File: src/rtl/plot_arbiter.sv
// Arbitrates several pixel sources onto a single registered VGA plot port.
// Ownership is burst-based, with a fixed-priority or round-robin winner search.
module plot_arbiter #(
  parameter int NUM_CH    = 3,
  parameter int X_W       = 8,
  parameter int Y_W       = 7,
  parameter int C_W       = 3,
  parameter int RR_MODE   = 0,
  parameter int MAX_BURST = 16
) (
  input  logic                  clk,
  input  logic                  rst,
  input  logic [NUM_CH-1:0]     req,
  input  logic [NUM_CH*X_W-1:0] req_x,
  input  logic [NUM_CH*Y_W-1:0] req_y,
  input  logic [NUM_CH*C_W-1:0] req_colour,
  output logic [NUM_CH-1:0]     gnt,
  output logic [X_W-1:0]        x_out,
  output logic [Y_W-1:0]        y_out,
  output logic [C_W-1:0]        colour_out,
  output logic                  plot,
  output logic [2:0]            owner,
  output logic                  busy
);

  typedef enum logic {IDLE, OWNED} state_t;

  state_t            state;
  logic [7:0]        burst_cnt;
  logic [7:0]        cnt_next;
  logic [2:0]        last_owner;
  logic [2:0]        winner;
  logic [NUM_CH-1:0] owner_hot;
  logic [NUM_CH-1:0] req_rot;
  logic [X_W-1:0]    sel_x;
  logic [Y_W-1:0]    sel_y;
  logic [C_W-1:0]    sel_c;
  logic              owner_req;
  logic              other_req;
  logic              xfer;
  int                start;

  always_comb begin
    owner_hot = '0;
    sel_x     = '0;
    sel_y     = '0;
    sel_c     = '0;
    for (int i = 0; i < NUM_CH; i++) begin
      if (owner == 3'(i)) begin
        owner_hot[i] = 1'b1;
        sel_x        = req_x[i*X_W +: X_W];
        sel_y        = req_y[i*Y_W +: Y_W];
        sel_c        = req_colour[i*C_W +: C_W];
      end
    end
  end

  assign owner_req = |(req & owner_hot);
  assign other_req = |(req & ~owner_hot);
  assign xfer      = (state == OWNED) && owner_req;
  assign gnt       = (state == OWNED) ? (req & owner_hot) : '0;
  assign cnt_next  = (burst_cnt == 8'hFF) ? burst_cnt : burst_cnt + 8'd1;

  // Rotate the request vector so the search always begins at bit 0; fixed
  // priority is simply a rotation of zero.
  always_comb begin
    start   = (RR_MODE != 0) ? (int'(last_owner) + 1) % NUM_CH : 0;
    req_rot = NUM_CH'({req, req} >> start);
    winner  = '0;
    for (int k = NUM_CH - 1; k >= 0; k--) begin
      if (req_rot[k]) winner = 3'((start + k) % NUM_CH);
    end
  end

  always_ff @(posedge clk) begin
    if (!rst) begin
      state      <= IDLE;
      owner      <= '0;
      busy       <= 1'b0;
      burst_cnt  <= '0;
      last_owner <= 3'(NUM_CH - 1);
      plot       <= 1'b0;
      x_out      <= '0;
      y_out      <= '0;
      colour_out <= '0;
    end else begin
      plot <= xfer;
      if (xfer) begin
        x_out      <= sel_x;
        y_out      <= sel_y;
        colour_out <= sel_c;
      end
      case (state)
        IDLE: begin
          if (|req) begin
            state      <= OWNED;
            busy       <= 1'b1;
            owner      <= winner;
            last_owner <= winner;
            burst_cnt  <= '0;
          end
        end
        OWNED: begin
          if (xfer) burst_cnt <= cnt_next;
          // The yield check uses the post-transfer count so a burst of
          // MAX_BURST transfers ends exactly on its last transfer.
          if (!owner_req || (cnt_next >= 8'(MAX_BURST) && other_req)) begin
            state <= IDLE;
            busy  <= 1'b0;
            owner <= '0;
          end
        end
      endcase
    end
  end

endmodule

File: config.mk
export PLATFORM = sky130hd
export DESIGN_NAME = plot_arbiter
export DESIGN_NICKNAME = d
export VERILOG_FILES = /design/src/rtl/plot_arbiter.sv
export SDC_FILE = /design/constraint.sdc
export NUM_CORES = 1
export LEC_CHECK = 0
export CAP_MARGIN = 5
export CORE_MARGIN = 4
export CORE_UTILIZATION = 25
export DETAILED_ROUTE_END_ITERATION = 10
export HOLD_SLACK_MARGIN = 0.12
export SLEW_MARGIN = 40
export SYNTH_ARGS = -nofsm -noshare
export SYNTH_HDL_FRONTEND = slang
export SYNTH_SLANG_ARGS = --single-unit
File: constraint.sdc
create_clock -name clk -period 2.5 [get_ports clk]
set_input_delay 0.75 -clock clk [delete_from_list [all_inputs] [get_ports clk]]
set_output_delay 0.75 -clock clk [all_outputs]
set_load 0.05 [all_outputs]
Word-level counts from Yosys, hierarchy flattened --
Index checks and enable logic that the tools add are counted.
Word-level totals: memories kept 0, input bits 59, memory bits (read-only) 0, output and inout bits 26, latch bits 0, bits in registers 32, memory bits (writable) 0, word-level logic and storage cells 59
Operators by class: $lt $le $gt $ge 1, bitwise logic cells 4, multiply operators 0, add/subtract/negate cells 1, equal/unequal tests 6, div/mod/pow operators 0, shift-type cells 0, mux-type cells 29, reduce and logical (&&, ||, !) cells 10
Operators with widths (count):
- two-way mux 8 bit | 6
- two-way mux 3 bit | 8
- two-way mux 7 bit | 3
- case mux 8 bit (2 select lines) | 1
- OR reduction 3 bit | 3
- adder 8 x 1 -> 8 bit (second input constant) | 1
- equality test 8 bit (second input constant) | 1
- >= comparator 8 x 5 -> 1 bit (second input constant) | 1
- two-way mux 1 bit | 7
- AND 3 bit | 2
- case mux 3 bit (2 select lines) | 1
- inequality test 2 x 1 -> 1 bit (second input constant) | 2
- case mux 1 bit (2 select lines) | 2
- AND reduction 2 bit | 2
- equality test 3 x 1 -> 1 bit (second input constant) | 1
- equality test 3 x 2 -> 1 bit (second input constant) | 1
- logical NOT 3 bit | 1
- NOT 3 bit | 1
- logical AND 1 bit | 2
- two-way mux 2 bit | 1
- inequality test 2 bit (second input constant) | 1
- logical NOT 1 bit | 1
- logical OR 1 bit | 1
- NOT 1 bit | 1

Depth between registers and ports, before layout --
depth in word-level cells 9, depth in mapped cells 8, depth with buffers taken out 6

Least setup slack after synthesis --
OpenSTA, ideal clock, no wires.
path kind flip-flop to output port, from reg owner[0], to out gnt[0], slack -0.901 ns, stages on the path, launching flop included 4, buffers on the path 2, arrival time 2.651 ns, cell sequence dfxtp_1 buf_4 clkbuf_1 nor4b_1
Between the ends: cells in the longest elaborated chain, start to end 4
RTL lines:
- start: declaration | line 22 | output logic [2:0] owner,
- start signal: assignment | line 98 | owner <= winner;
- logical NOT 3 bit | line 49 | if (owner == 3'(i)) begin
- two-way mux 1 bit | line 49
- AND 3 bit | line 61 | assign gnt = (state == OWNED) ? (req & owner_hot) : '0;
- two-way mux 3 bit | line 61
- end: declaration | line 17 | output logic [NUM_CH-1:0] gnt,
No other way between the ends.

Worst setup path after layout --
from in req[1], to out gnt[1]
Between the ends: cells in the longest elaborated chain, start to end 2
RTL lines:
- start: declaration | line 13 | input logic [NUM_CH-1:0] req,
- AND 3 bit | line 61
- two-way mux 3 bit | line 61
No other way between the ends.

==> impl_metrics.xml <==
<?xml version="1.0" encoding="UTF-8"?>
<metrics>
  <group name="placed_design">
    <metric name="finalWeightedCongestion" unit="">0.790</metric>
    <metric name="placement.io_buffers" unit="">83</metric>
    <metric name="dp.final_hpwl" unit="mm">4.05</metric>
  </group>
  <group name="cells_and_area">
    <metric name="layout.nets" unit="">346</metric>
    <metric name="n_antenna_cell" unit="">0</metric>
    <metric name="area_growth" unit="%">61.1</metric>
    <metric name="layout.cells.most_common" unit="">sky130_fd_sc_hd__clkdlybuf4s50_1</metric>
    <metric name="final_layout_size_suffix_gt1_share" unit="%">12.2</metric>
    <metric name="final_util" unit="%">42.4</metric>
    <metric name="layout.cells.most_common_list" unit="">sky130_fd_sc_hd__clkdlybuf4s50_1, sky130_fd_sc_hd__dfxtp_1, sky130_fd_sc_hd__nand2_1, sky130_fd_sc_hd__mux2i_1, sky130_fd_sc_hd__o211ai_1</metric>
  </group>
  <group name="power_and_ir_drop">
    <metric name="p_seq_share" unit="%">36.7</metric>
    <metric name="leakagePower" unit="nW">1.19</metric>
    <metric name="comb_power_share" unit="%">28.6</metric>
    <metric name="power.share.switching" unit="%">29.3</metric>
    <metric name="power_density" unit="nW/um^2">507</metric>
    <metric name="total_chip_power" unit="W">0.00149</metric>
    <metric name="clock_power_share" unit="%">34.6</metric>
    <metric name="power_report.internal_total" unit="W">0.00105</metric>
    <metric name="worst_ir_drop_vdd" unit="uV">229</metric>
    <metric name="netSwitchingPower" unit="W">0.000438</metric>
  </group>
  <group name="logic_synthesis">
    <metric name="yosysTopAreaCellShare" unit="%">33.9</metric>
    <metric name="post_synth_instance_area" unit="sq um">1830</metric>
    <metric name="synth_edf_count" unit="">0</metric>
    <metric name="async_sr_flop_fraction" unit="%">0</metric>
    <metric name="post_synth_num_cell_types" unit="">44</metric>
    <metric name="gate_count_post_synth" unit="">205</metric>
    <metric name="postSynthRegisterBits" unit="">31</metric>
    <metric name="yosysTopAreaCell" unit="">sky130_fd_sc_hd__dfxtp_1</metric>
    <metric name="synth_nets" unit="">265</metric>
    <metric name="syn-mean-instance-area" unit="sq um">8.92</metric>
    <metric name="dominantRegCellSynth" unit="">sky130_fd_sc_hd__dfxtp_1</metric>
    <metric name="synth_warnings" unit="">0</metric>
    <metric name="synth_seq_area_share" unit="%">33.9</metric>
    <metric name="synth_area_leaders" unit="">sky130_fd_sc_hd__dfxtp_1, sky130_fd_sc_hd__mux2i_1, sky130_fd_sc_hd__o211a_1</metric>
  </group>
  <group name="die">
    <metric name="floorplan.rows" unit="">30</metric>
    <metric name="start_util" unit="%">26.3</metric>
    <metric name="floorplan.core_area" unit="sq um">6940</metric>
    <metric name="pin_count" unit="">85</metric>
    <metric name="die_height" unit="microns">93.5</metric>
    <metric name="die_x" unit="microns">93.5</metric>
    <metric name="floorplan.die_area" unit="sq um">8740</metric>
  </group>
  <group name="timing">
    <metric name="setup_viol" unit="">0</metric>
    <metric name="fmax" unit="GHz">0.409</metric>
    <metric name="final_min_period_over_clock_period" unit="%">97.9</metric>
    <metric name="totalNegativeSetupSlack" unit="ns">0</metric>
    <metric name="skew" unit="ns">0.00603</metric>
    <metric name="finalMaxSlewViolations" unit="">0</metric>
    <metric name="worst_case_headroom_to_the_max_slew_limit" unit="%">65.1</metric>
    <metric name="period_minus_slack" unit="ns">2.45</metric>
    <metric name="final_hold_slack" unit="ns">0.498</metric>
    <metric name="worst-slew-pin-transition" unit="ns">0.522</metric>
    <metric name="rsz_0062_raised_after_global_routing" unit="">no</metric>
    <metric name="finalHoldViolCount" unit="">0</metric>
  </group>
  <group name="routing">
    <metric name="drcViolationCount" unit="">0</metric>
    <metric name="avgRoutedWirePerCell" unit="microns">14.1</metric>
    <metric name="detailedRoute.firstPassIterationCount" unit="">4</metric>
    <metric name="totalWireLength" unit="mm">5.39</metric>
    <metric name="routed_via_density" unit="">4.71</metric>
    <metric name="drtAntennaViolNets" unit="">0</metric>
    <metric name="vias" unit="">1803</metric>
    <metric name="initial_drc_count" unit="">46</metric>
  </group>
  <group name="global_routing">
    <metric name="antenna_violations_before_repair" unit="">0</metric>
    <metric name="global_routing_usage_summed_across_all_routing_layers" unit="%">12.0</metric>
    <metric name="grt_start_max_net_pins" unit="">41</metric>
    <metric name="vias_in_the_first_global_route" unit="">1716</metric>
    <metric name="grt-ovfl-total" unit="">0</metric>
    <metric name="grt_first_pass_wirelength" unit="mm">8.39</metric>
  </group>
  <group name="clock_tree">
    <metric name="cts-hold-fix-buffers" unit="">0</metric>
    <metric name="cts_setup_buffers" unit="">0</metric>
    <metric name="ctsRootBufferMaster" unit="">sky130_fd_sc_hd__clkbuf_8</metric>
    <metric name="tritoncts" unit="">yes</metric>
    <metric name="ctsLongestPathBuffers" unit="">2</metric>
    <metric name="clock-sinks" unit="">31</metric>
    <metric name="cts-resized-gates" unit="">0</metric>
    <metric name="clkTransAtPathRegs" unit="ns">0.07</metric>
    <metric name="clock_latency" unit="ns">0.28</metric>
    <metric name="number_of_clock_buffers_inserted_by_tritoncts" unit="">5</metric>
    <metric name="cts-htree-levels" unit="">2</metric>
  </group>
  <group name="setup_path">
    <metric name="critical_path.max_fanout" unit="">3</metric>
    <metric name="crit_arrival" unit="ns">1.70</metric>
    <metric name="crit_type" unit="">in -&gt; out</metric>
    <metric name="critical_path.startpoint_type" unit="">primary input</metric>
    <metric name="worstSetupEndpointType" unit="">output port</metric>
    <metric name="required" unit="ns">1.75</metric>
  </group>
  <group name="min_path">
    <metric name="min_path_type" unit="">reg -&gt; reg</metric>
  </group>
  <group name="job">
    <metric name="total_of_max_cap_violations" unit="">0</metric>
  </group>
  <group name="run_status">
    <metric name="run_status" unit="">finished clean</metric>
  </group>
</metrics>
## flip-flops by register name, indices dropped and copies added, names as in the netlist
name	count
owner	2
x_out	8
state	1
colour_out	3
busy	1
y_out	7
plot	1
burst_cnt	8
## final cells by class
type / count / area [sq um]
clock buffers: 6 / 82.6
clock inverters: 2 / 35.0
fillers: 690 / 4000
inverters: 3 / 11.3
multi-input cells: 149 / 1080
flip-flops and latches: 31 / 621
well taps: 96 / 120
repair buffers: 96 / 991
## stage by stage
stage                     area [sq um]  setup slack [ns]  cells
after floorplan                   1860            0.0826    205
after global placement            2830            0.0574    375
after global routing              2950           0.00815    383
after CTS                         2950            0.0406    383
after detailed placement          2830            0.0423    375
final                             2950            0.0526    383
## path summary, 6_finish.rpt
path,startpoint,to,slack [ns],cells past startpoint
hold / removal,y_out[3]$_SDFFE_PN0P_,y_out[3]$_SDFFE_PN0P_,0.50,1
hold reg to reg,y_out[3]$_SDFFE_PN0P_,y_out[3]$_SDFFE_PN0P_,0.50,1
setup reg to reg,owner[1]$_SDFFE_PN0P_,burst_cnt[4]$_SDFFE_PN0P_,0.55,7
setup / recovery,req[1],gnt[1],0.05,4
## power groups by stage
stage / combinational, W / sequential, W / clock (W)
floorplan: 0.000139 / 0.000653 / 0
global placement: 0.000428 / 0.000558 / 0
detailed placement: 0.000431 / 0.000559 / 0
CTS: 0.000432 / 0.000548 / 0.000529
global route: 0.000454 / 0.000552 / 0.000560
finish: 0.000427 / 0.000548 / 0.000517
## synth_stat cells (all sizes together) (2+ instances only)
library cell,n
dfxtp,31
nand2,26
mux2i,22
o211ai,19
o211a,18
buf,14
nor2,9
clkbuf,8
o21ai,7
nor3,6
a21oi,5
nand3,5
a41oi,3
inv,3
nor4,3
and2,2
and3,2
and4,2
nor3b,2
o21a,2
## per-layer routing
| layer | wire length [microns] | track usage, % |
|---|---|---|
| met5 | 0 | 0 |
| met1 | 2210 | 14.2 |
| met3 | 351 | 4.42 |
| met4 | 36 | 2.44 |
| met2 | 2790 | 20.7 |
## logic make-up (layout without fill, tap and decap cells)
logic type	after synthesis	after routing	share of synthesized area (%)
AOI/OAI and AO/OA	61	61	27.4
xor gates and xnor gates	1	1	0.479
adders and majority gates	1	1	0.684
buffers and inverters	25	107	8.14
DFF	31	31	33.9
muxes	22	22	12.0
other	1	1	0.205
and+or+nand+nor	63	63	17.0
## worst max-delay path: stages
cell,delay [ns]
sky130_fd_sc_hd__clkdlybuf4s50_1,0.50
sky130_fd_sc_hd__nand2_1,0.10
sky130_fd_sc_hd__nor3_4,0.19
sky130_fd_sc_hd__buf_12,0.16
Note: power is estimated with default switching activity, not from simulation.
